### config.mk
export PLATFORM = sky130hd
export DESIGN_NAME = change_monitor
export DESIGN_NICKNAME = d
export VERILOG_FILES = /design/src/rtl/change_monitor.sv
export SDC_FILE = /design/constraint.sdc
export NUM_CORES = 1
export LEC_CHECK = 0
export CAP_MARGIN = 10
export CORE_ASPECT_RATIO = 0.5
export CORE_MARGIN = 2
export CORE_UTILIZATION = 65
export DETAILED_ROUTE_END_ITERATION = 12
export GPL_TIMING_DRIVEN = 0
export PLACE_DENSITY = 0.83
export SYNTH_ARGS = -nofsm -noshare
export SYNTH_HDL_FRONTEND = slang
export SYNTH_SLANG_ARGS = --single-unit
### constraint.sdc
create_clock -name clock -period 4.7 [get_ports clock]
set_clock_uncertainty 0.2 [all_clocks]
set_input_delay 0.94 -clock clock [delete_from_list [all_inputs] [get_ports clock]]
set_output_delay 0.94 -clock clock [all_outputs]
set_load 0.05 [all_outputs]
### src/rtl/change_monitor.sv
// change_monitor
//   Multi-channel value-change monitor. Every clock the CHANNELS sampled
//   buses are compared with the previously registered values. Each change
//   is captured as {channel, new value, timestamp} in a per-channel pending
//   slot. An arbiter then moves the slot into an event FIFO, and a
//   valid/ready port drains that FIFO.
//
// Ports
//   clock        rising-edge clock
//   reset_n      asynchronous active-low reset
//   enable       monitoring enable; low freezes prev and disarms detection
//   sample_in    CHANNELS*WIDTH; channel c at [c*WIDTH +: WIDTH]
//   out_valid    FIFO non-empty
//   out_ready    consumer accepts the head entry
//   out_channel  head entry channel index
//   out_value    head entry new value
//   out_time     head entry timestamp
//   count        FIFO occupancy (0..DEPTH)
//   overflow     sticky flag: a pending change was overwritten and lost
module change_monitor #(
    parameter int WIDTH    = 4,
    parameter int CHANNELS = 2,
    parameter int DEPTH    = 8,
    parameter int TS_WIDTH = 16,
    localparam int CW      = (CHANNELS > 1) ? $clog2(CHANNELS) : 1,
    localparam int AW      = $clog2(DEPTH),
    localparam int CNT_W   = AW + 1
) (
    input  logic                         clock,
    input  logic                         reset_n,
    input  logic                         enable,
    input  logic [CHANNELS*WIDTH-1:0]    sample_in,
    output logic                         out_valid,
    input  logic                         out_ready,
    output logic [CW-1:0]                out_channel,
    output logic [WIDTH-1:0]             out_value,
    output logic [TS_WIDTH-1:0]          out_time,
    output logic [CNT_W-1:0]             count,
    output logic                         overflow
);

    // Channel-indexed view of the sample bus (element c == bits [c*WIDTH +: WIDTH]).
    logic [CHANNELS-1:0][WIDTH-1:0]    samp_s;

    // Sampling / change-capture state.
    logic [CHANNELS-1:0][WIDTH-1:0]    prev_q,  prev_d;
    logic                              armed_q, armed_d;
    logic [CHANNELS-1:0]               pend_q,  pend_d;
    logic [CHANNELS-1:0][WIDTH-1:0]    pval_q,  pval_d;
    logic [CHANNELS-1:0][TS_WIDTH-1:0] ptime_q, ptime_d;
    logic [TS_WIDTH-1:0]               ts_q,    ts_d;
    logic                              overflow_q, overflow_d;

    // Event FIFO storage and pointers.
    logic [DEPTH-1:0][CW-1:0]          mem_ch_q,  mem_ch_d;
    logic [DEPTH-1:0][WIDTH-1:0]       mem_val_q, mem_val_d;
    logic [DEPTH-1:0][TS_WIDTH-1:0]    mem_tm_q,  mem_tm_d;
    logic [AW-1:0]                     wr_ptr_q,  wr_ptr_d;
    logic [AW-1:0]                     rd_ptr_q,  rd_ptr_d;
    logic [CNT_W-1:0]                  count_q,   count_d;

    // Registered head-of-FIFO outputs.
    logic                              out_valid_q,   out_valid_d;
    logic [CW-1:0]                     out_channel_q, out_channel_d;
    logic [WIDTH-1:0]                  out_value_q,   out_value_d;
    logic [TS_WIDTH-1:0]               out_time_q,    out_time_d;

    // Combinational decisions for the current edge.
    logic [CHANNELS-1:0]               chg_s;
    logic [CHANNELS-1:0]               grant_s;
    logic [CW-1:0]                     grant_idx_s;
    logic                              grant_any_s;
    logic                              push_s;
    logic                              pop_s;
    logic                              ovf_hit_s;

    assign samp_s = sample_in;

    // Change detection: only when enabled and armed by a previous enabled edge.
    always_comb begin
        chg_s = '0;
        for (int c = 0; c < CHANNELS; c++) begin
            if (enable && armed_q && (samp_s[c] != prev_q[c])) begin
                chg_s[c] = 1'b1;
            end else begin
                chg_s[c] = 1'b0;
            end
        end
    end

    // Fixed-priority arbiter: lowest-index pending channel wins the single write slot.
    always_comb begin
        grant_s     = '0;
        grant_idx_s = '0;
        grant_any_s = 1'b0;
        for (int c = 0; c < CHANNELS; c++) begin
            if (pend_q[c] && !grant_any_s) begin
                grant_any_s = 1'b1;
                grant_s[c]  = 1'b1;
                grant_idx_s = CW'(c);
            end else begin
                grant_s[c]  = 1'b0;
            end
        end
        // A full FIFO blocks the push even if a pop happens on the same edge.
        push_s = grant_any_s && (count_q < CNT_W'(DEPTH));
        pop_s  = out_valid_q && out_ready;
    end

    // Pending-slot update, prev/armed sampling, timestamp and sticky overflow.
    always_comb begin
        pend_d    = pend_q;
        pval_d    = pval_q;
        ptime_d   = ptime_q;
        ovf_hit_s = 1'b0;
        for (int c = 0; c < CHANNELS; c++) begin
            if (chg_s[c]) begin
                // A change replacing an entry that is not leaving this edge loses it.
                if (pend_q[c] && !(push_s && grant_s[c])) begin
                    ovf_hit_s = 1'b1;
                end else begin
                    ovf_hit_s = ovf_hit_s;
                end
                pend_d[c]  = 1'b1;
                pval_d[c]  = samp_s[c];
                ptime_d[c] = ts_q;
            end else if (push_s && grant_s[c]) begin
                pend_d[c]  = 1'b0;
            end else begin
                pend_d[c]  = pend_q[c];
            end
        end
        if (enable) begin
            prev_d  = samp_s;
            armed_d = 1'b1;
        end else begin
            prev_d  = prev_q;
            armed_d = 1'b0;
        end
        ts_d       = ts_q + TS_WIDTH'(1);
        overflow_d = overflow_q | ovf_hit_s;
    end

    // FIFO write, pointer/count update and next head-of-queue output values.
    always_comb begin
        mem_ch_d  = mem_ch_q;
        mem_val_d = mem_val_q;
        mem_tm_d  = mem_tm_q;
        if (push_s) begin
            mem_ch_d[wr_ptr_q]  = grant_idx_s;
            mem_val_d[wr_ptr_q] = pval_q[grant_idx_s];
            mem_tm_d[wr_ptr_q]  = ptime_q[grant_idx_s];
            wr_ptr_d            = wr_ptr_q + AW'(1);
        end else begin
            wr_ptr_d            = wr_ptr_q;
        end
        if (pop_s) begin
            rd_ptr_d = rd_ptr_q + AW'(1);
        end else begin
            rd_ptr_d = rd_ptr_q;
        end
        case ({push_s, pop_s})
            2'b10:   count_d = count_q + CNT_W'(1);
            2'b01:   count_d = count_q - CNT_W'(1);
            default: count_d = count_q;
        endcase
        out_valid_d = (count_d != CNT_W'(0));
        // Read the head from the post-write image so a push into an empty
        // queue is visible on the outputs right after the same edge.
        if (out_valid_d) begin
            out_channel_d = mem_ch_d[rd_ptr_d];
            out_value_d   = mem_val_d[rd_ptr_d];
            out_time_d    = mem_tm_d[rd_ptr_d];
        end else begin
            out_channel_d = out_channel_q;
            out_value_d   = out_value_q;
            out_time_d    = out_time_q;
        end
    end

    // State register for sampling, pending slots, timestamp and overflow.
    always_ff @(posedge clock or negedge reset_n) begin
        if (!reset_n) begin
            prev_q     <= '0;
            armed_q    <= 1'b0;
            pend_q     <= '0;
            pval_q     <= '0;
            ptime_q    <= '0;
            ts_q       <= '0;
            overflow_q <= 1'b0;
        end else begin
            prev_q     <= prev_d;
            armed_q    <= armed_d;
            pend_q     <= pend_d;
            pval_q     <= pval_d;
            ptime_q    <= ptime_d;
            ts_q       <= ts_d;
            overflow_q <= overflow_d;
        end
    end

    // State register for the FIFO and its registered head outputs.
    always_ff @(posedge clock or negedge reset_n) begin
        if (!reset_n) begin
            mem_ch_q      <= '0;
            mem_val_q     <= '0;
            mem_tm_q      <= '0;
            wr_ptr_q      <= '0;
            rd_ptr_q      <= '0;
            count_q       <= '0;
            out_valid_q   <= 1'b0;
            out_channel_q <= '0;
            out_value_q   <= '0;
            out_time_q    <= '0;
        end else begin
            mem_ch_q      <= mem_ch_d;
            mem_val_q     <= mem_val_d;
            mem_tm_q      <= mem_tm_d;
            wr_ptr_q      <= wr_ptr_d;
            rd_ptr_q      <= rd_ptr_d;
            count_q       <= count_d;
            out_valid_q   <= out_valid_d;
            out_channel_q <= out_channel_d;
            out_value_q   <= out_value_d;
            out_time_q    <= out_time_d;
        end
    end

    assign out_valid   = out_valid_q;
    assign out_channel = out_channel_q;
    assign out_value   = out_value_q;
    assign out_time    = out_time_q;
    assign count       = count_q;
    assign overflow    = overflow_q;

endmodule

# After elaboration in Yosys (flattened, before gate mapping)
# Index checks and enable logic that the tools add are counted.
# word_totals
input_bits	12
out_inout_bits	27
word_cells	112
regBits	268
# classes
mux	38
order_cmp	5
n_reduce_logical	17
bitwise	1
eq_ne	4
add_sub_neg	5
# ops
op	n
128-bit bitwise mux	1
128-bit 2-to-1 mux	1
16-bit 2-to-1 mux	4
16-bit binary-select mux with 3-bit select	1
16-bit demux with 3-bit select	1
32-bit bitwise mux	1
32-bit 2-to-1 mux	1
16-bit by 1-bit adder with 16-bit output, second input constant	1
1-bit 2-to-1 mux	16
4-bit 2-to-1 mux	4
4-bit binary-select mux with 3-bit select	1
4-bit demux with 3-bit select	1
1-bit logical AND	11
8-bit bitwise mux	1
3-bit by 4-bit less-than comparator with 1-bit output, second input constant	2
8-bit 2-to-1 mux	1
4-bit != test	2
4-bit one-hot mux with 2 select lines	1
3-bit by 1-bit adder with 3-bit output, second input constant	2
4-bit by 1-bit adder with 4-bit output, second input constant	1
4-bit less-than comparator, second input constant	1
2-bit nonzero test	2
4-bit nonzero test	1
4-bit by 1-bit subtractor with 4-bit output, second input constant	1
9 further kinds	11

# Longest topological paths before layout
# depth
ltp_word	13
ltp_mapped	13
ltp_nobuf	11

# Least setup slack after synthesis
# Ideal clock, no wire load.
# synth_timing
kind	input -> register
from	in out_ready
to	reg out_time_q[0], in the netlist out_time[0]
path_stages	12
setup_slack_ps	1648
arrival_time_ps	2749
cell_sequence	nand2_2 > inv_2 > nand2_1 > xnor2_1 > ha_1 > a21oi_1 > a21boi_1 > nor3_2 > mux2i_1 > and2_4 > buf_6 > o41ai_2
# synth_via
elab_chain_cells	4
word_cells_on_any_way	8
cone_classes	eq/ne: 2; mux: 4; reduce/logical: 2
# synth_rtl
item	line	source
start: declaration	34	input logic out_ready,
1-bit logical AND *	107	pop_s = out_valid_q && out_ready;
3-bit 2-to-1 mux, or another cell as far along	157	if (pop_s) begin
16-bit binary-select mux with 3-bit select or 4-bit one-hot mux with 2 select lines (tied branches)	173, 162	
16-bit 2-to-1 mux (not written as such) or 4-bit nonzero test (tied branches)	173, 167	
end signal: assignment	225	out_time_q <= out_time_d;
end: declaration	66	logic [TS_WIDTH-1:0] out_time_q, out_time_d;
# Every way passes the cells marked *; elsewhere a longest branch is shown, timed or not. The select of a mux whose other input is x is not followed.
# A chain may end at the register's enable or synchronous reset.

# Worst setup path after layout
# layout_timing
from	in out_ready
to	reg out_time_q[11], in the netlist out_time[11]
# The elaborated chain is that of the path after synthesis.

==> impl_metrics.tcl <==
set metrics [dict create \
    wl_per_cell_um 26.3 \
    gp_congestion 1.01 \
    grt_usage 0.419 \
    clock_sinks 268 \
    synth_ff_type "dfrtp_1" \
    report.final.slew_viol_count 0 \
    final_cell_mix "dfrtp_1, a21oi_1, nor2_1, nor3_1, a221oi_1" \
    viasPerCell 7.16 \
    diodes 0 \
    numCtsBuffers 24 \
    leakage_uw 0.00632 \
    dp_hpwl_um 30500 \
    yosys_register_bits 268 \
    clk_pin_slew_ps 70 \
    synth_cell_types 67 \
    htreeDepth 1 \
    fin_cells 1691 \
    port_buffers 38 \
    synth_top_cell_by_area "dfrtp_1" \
    power_uw 13400 \
    syn_avg_cell_area_um2 9.87 \
    holdWs_ps 214 \
    drt_iter0_drc 2302 \
    synth_area_leaders "dfrtp_1, a21oi_1, nor2_1, mux2_2, nor3_1" \
    cts_tree "built" \
    status "complete, no violations" \
    cap_violations 0 \
    firstDrtPassIters 7 \
    dieWidth_um 206 \
    core_area_mm2 0.0197 \
    remaining_drc_errors 0 \
    path_class "in2reg" \
    num_rows 36 \
    clkLatencyLatePin_ps 560 \
    clock_path_buffers 3 \
    totalWireLength_um 44500 \
    crit_path_end_kind "register" \
    grt_start_max_net_pins 104 \
    worstHoldPathType "in2async" \
    chipHeight_um 105 \
    finalSetupViolCount 0 \
    critical-path-slowest-cell "clkbuf_1" \
    dieArea_mm2 0.0216 \
    min_period_over_period 0.905 \
    async_flop_share 1.00 \
    period_minus_slack_ps 4250 \
    required_ps 4950 \
    syn_to_final_growth_pct 12.3 \
    grt_pass1_vias 11801 \
    synth_top_area_share 0.507 \
    synth_area_mm2 0.0132 \
    final_common_cell "dfrtp_1" \
    arrival_ps 4500 \
    final_nets 1425 \
    start_util 0.672 \
    vias 12110 \
    syn_inst 1340 \
    antenna_found_initial 0 \
    grt-ovfl-total 0 \
    hold_buffers 0 \
    drive_gt1_frac 0.132 \
    rsz0062_at_grt "false" \
    power_density_mw_per_mm2 900 \
    ys_seq_area_frac 0.507 \
    yosys_warnings 0 \
    fmax_mhz 235 \
    cts-root-buf "clkbuf_16" \
    drtAntennaViolNets 0 \
    synth_edf_count 0 \
    pin_count 39 \
    peakVddDrop_mv 0.465 \
    finalHoldViolCount 0 \
    cts_resized 0 \
    worst_setup_path_start_kind "primary input" \
    post_cts_buffers 0 \
    grt_pass1_wl_um 67400 \
    crit_chain "clkdlybuf4s50_1 -> nand2_2 -> inv_2 -> nand2_1 -> xnor2_1 -> ha_1 -> a21oi_1 -> a21boi_1 -> nor3_2 -> mux2i_1 -> clkbuf_1 -> nand3_1 -> o41ai_2" \
    synth_nets 1357 \
    nFillCells 1386 \
    cpPeakStageDelay_ps 810 \
    cp_max_fo 10 \
    dpl.cell_count 1646 \
    worstMarginPinSlew_ps 1380 \
    maxSlewHeadroom 0.0540 \
]
cells by family after synthesis:
group | count (synthesis) | share of synthesized area
AO/OA/AOI/OAI | 471 | 0.238
AND/OR/NAND/NOR | 369 | 0.128
flip-flops | 268 | 0.507
buffers and inverters | 124 | 0.0422
multiplexers | 74 | 0.0608
XOR/XNOR | 29 | 0.0198
adder cells (fa/ha/maj) | 5 | 0.00473
critical path, delay by kind of cell:
| kind | cells | cell delay, ps |
|---|---|---|
| buffers and inverters | 3 | 1660 |
| AND/OR/NAND/NOR | 4 | 730 |
| multiplexers | 1 | 510 |
| AO/OA/AOI/OAI | 3 | 320 |
| adder cells (fa/ha/maj) | 1 | 170 |
| XOR/XNOR | 1 | 150 |
area by class of cell:
cell class	count	area [um^2]	area share
clock inverter	9	168	0.0113
sequential	268	6710	0.451
buffer	114	519	0.0350
clock buffer	34	668	0.0450
tap	266	333	0.0224
inverter	10	38.8	0.00261
timing repair buffer	42	462	0.0311
multi-input combinational	948	5960	0.401
cells in the mapped netlist (all sizes together) (3+ instances only):
cell    count
dfrtp     268
a21oi     224
nor2      175
nor3      110
buf        72
a221oi     60
o21ai      55
mux2       51
clkbuf     42
nand3      30
nand2      26
xnor2      25
mux2i      23
a21o       22
a22oi      21
o22ai      21
o31a       20
o41ai      20
inv         9
ha          5
and3        4
or2         4
xor2        4
a211oi      3
a41oi       3
nand4       3
nor3b       3
o21bai      3
routing by layer:
layer	track usage	wire (um)	up-vias
li1	-	-	5080
met1	0.592	17400	5841
met2	0.570	18100	1032
met3	0.182	7450	155
met4	0.149	1500	2
met5	0.0190	57	-
per-stage QoR:
stage	worst slack [ps]	TNS [ps]	util	cell area, um^2
2_1_floorplan	1650	0	-	13200
3_3_place_gp	-8550	-2283710	0.708	13900
3_5_place_dp	143	0	0.711	14000
4_1_cts	671	0	0.754	14800
5_1_grt	426	0	0.755	14900
6_report	445	0	0.755	14900
power breakdown:
| part | leakage [uW] | total (uW) | switching [uW] | internal, uW |
|---|---|---|---|---|
| Clock | 0.000408 | 2130 | 914 | 1220 |
| Sequential | 0.00322 | 3990 | 737 | 3250 |
| Combinational | 0.00270 | 7240 | 4760 | 2490 |
worst paths after layout:
path	start	endpoint	slack (ps)	cells after the start
worst max-delay path	out_ready	out_time[11]	450	13
worst min-delay path	reset_n	ts_q[6]	210	1
worst max register to register	rd_ptr_q[0]	out_time[9]	960	8
worst min register to register	overflow	overflow	290	2
max in group asynchronous	reset_n	mem_tm_q[8]	3120	2
min in group clock	overflow	overflow	290	2
flip-flops by register name, summed over array words and instances, names as in the netlist, 2 cells and up:
signal,count
mem_ch_q,8
pend_q,2
count,4
prev_q,8
mem_val_q,32
wr_ptr_q,3
pval_q,8
ptime_q,32
ts_q,16
out_time,16
mem_tm_q,128
out_value,4
rd_ptr_q,3
Note: power is estimated with default switching activity, not from simulation.
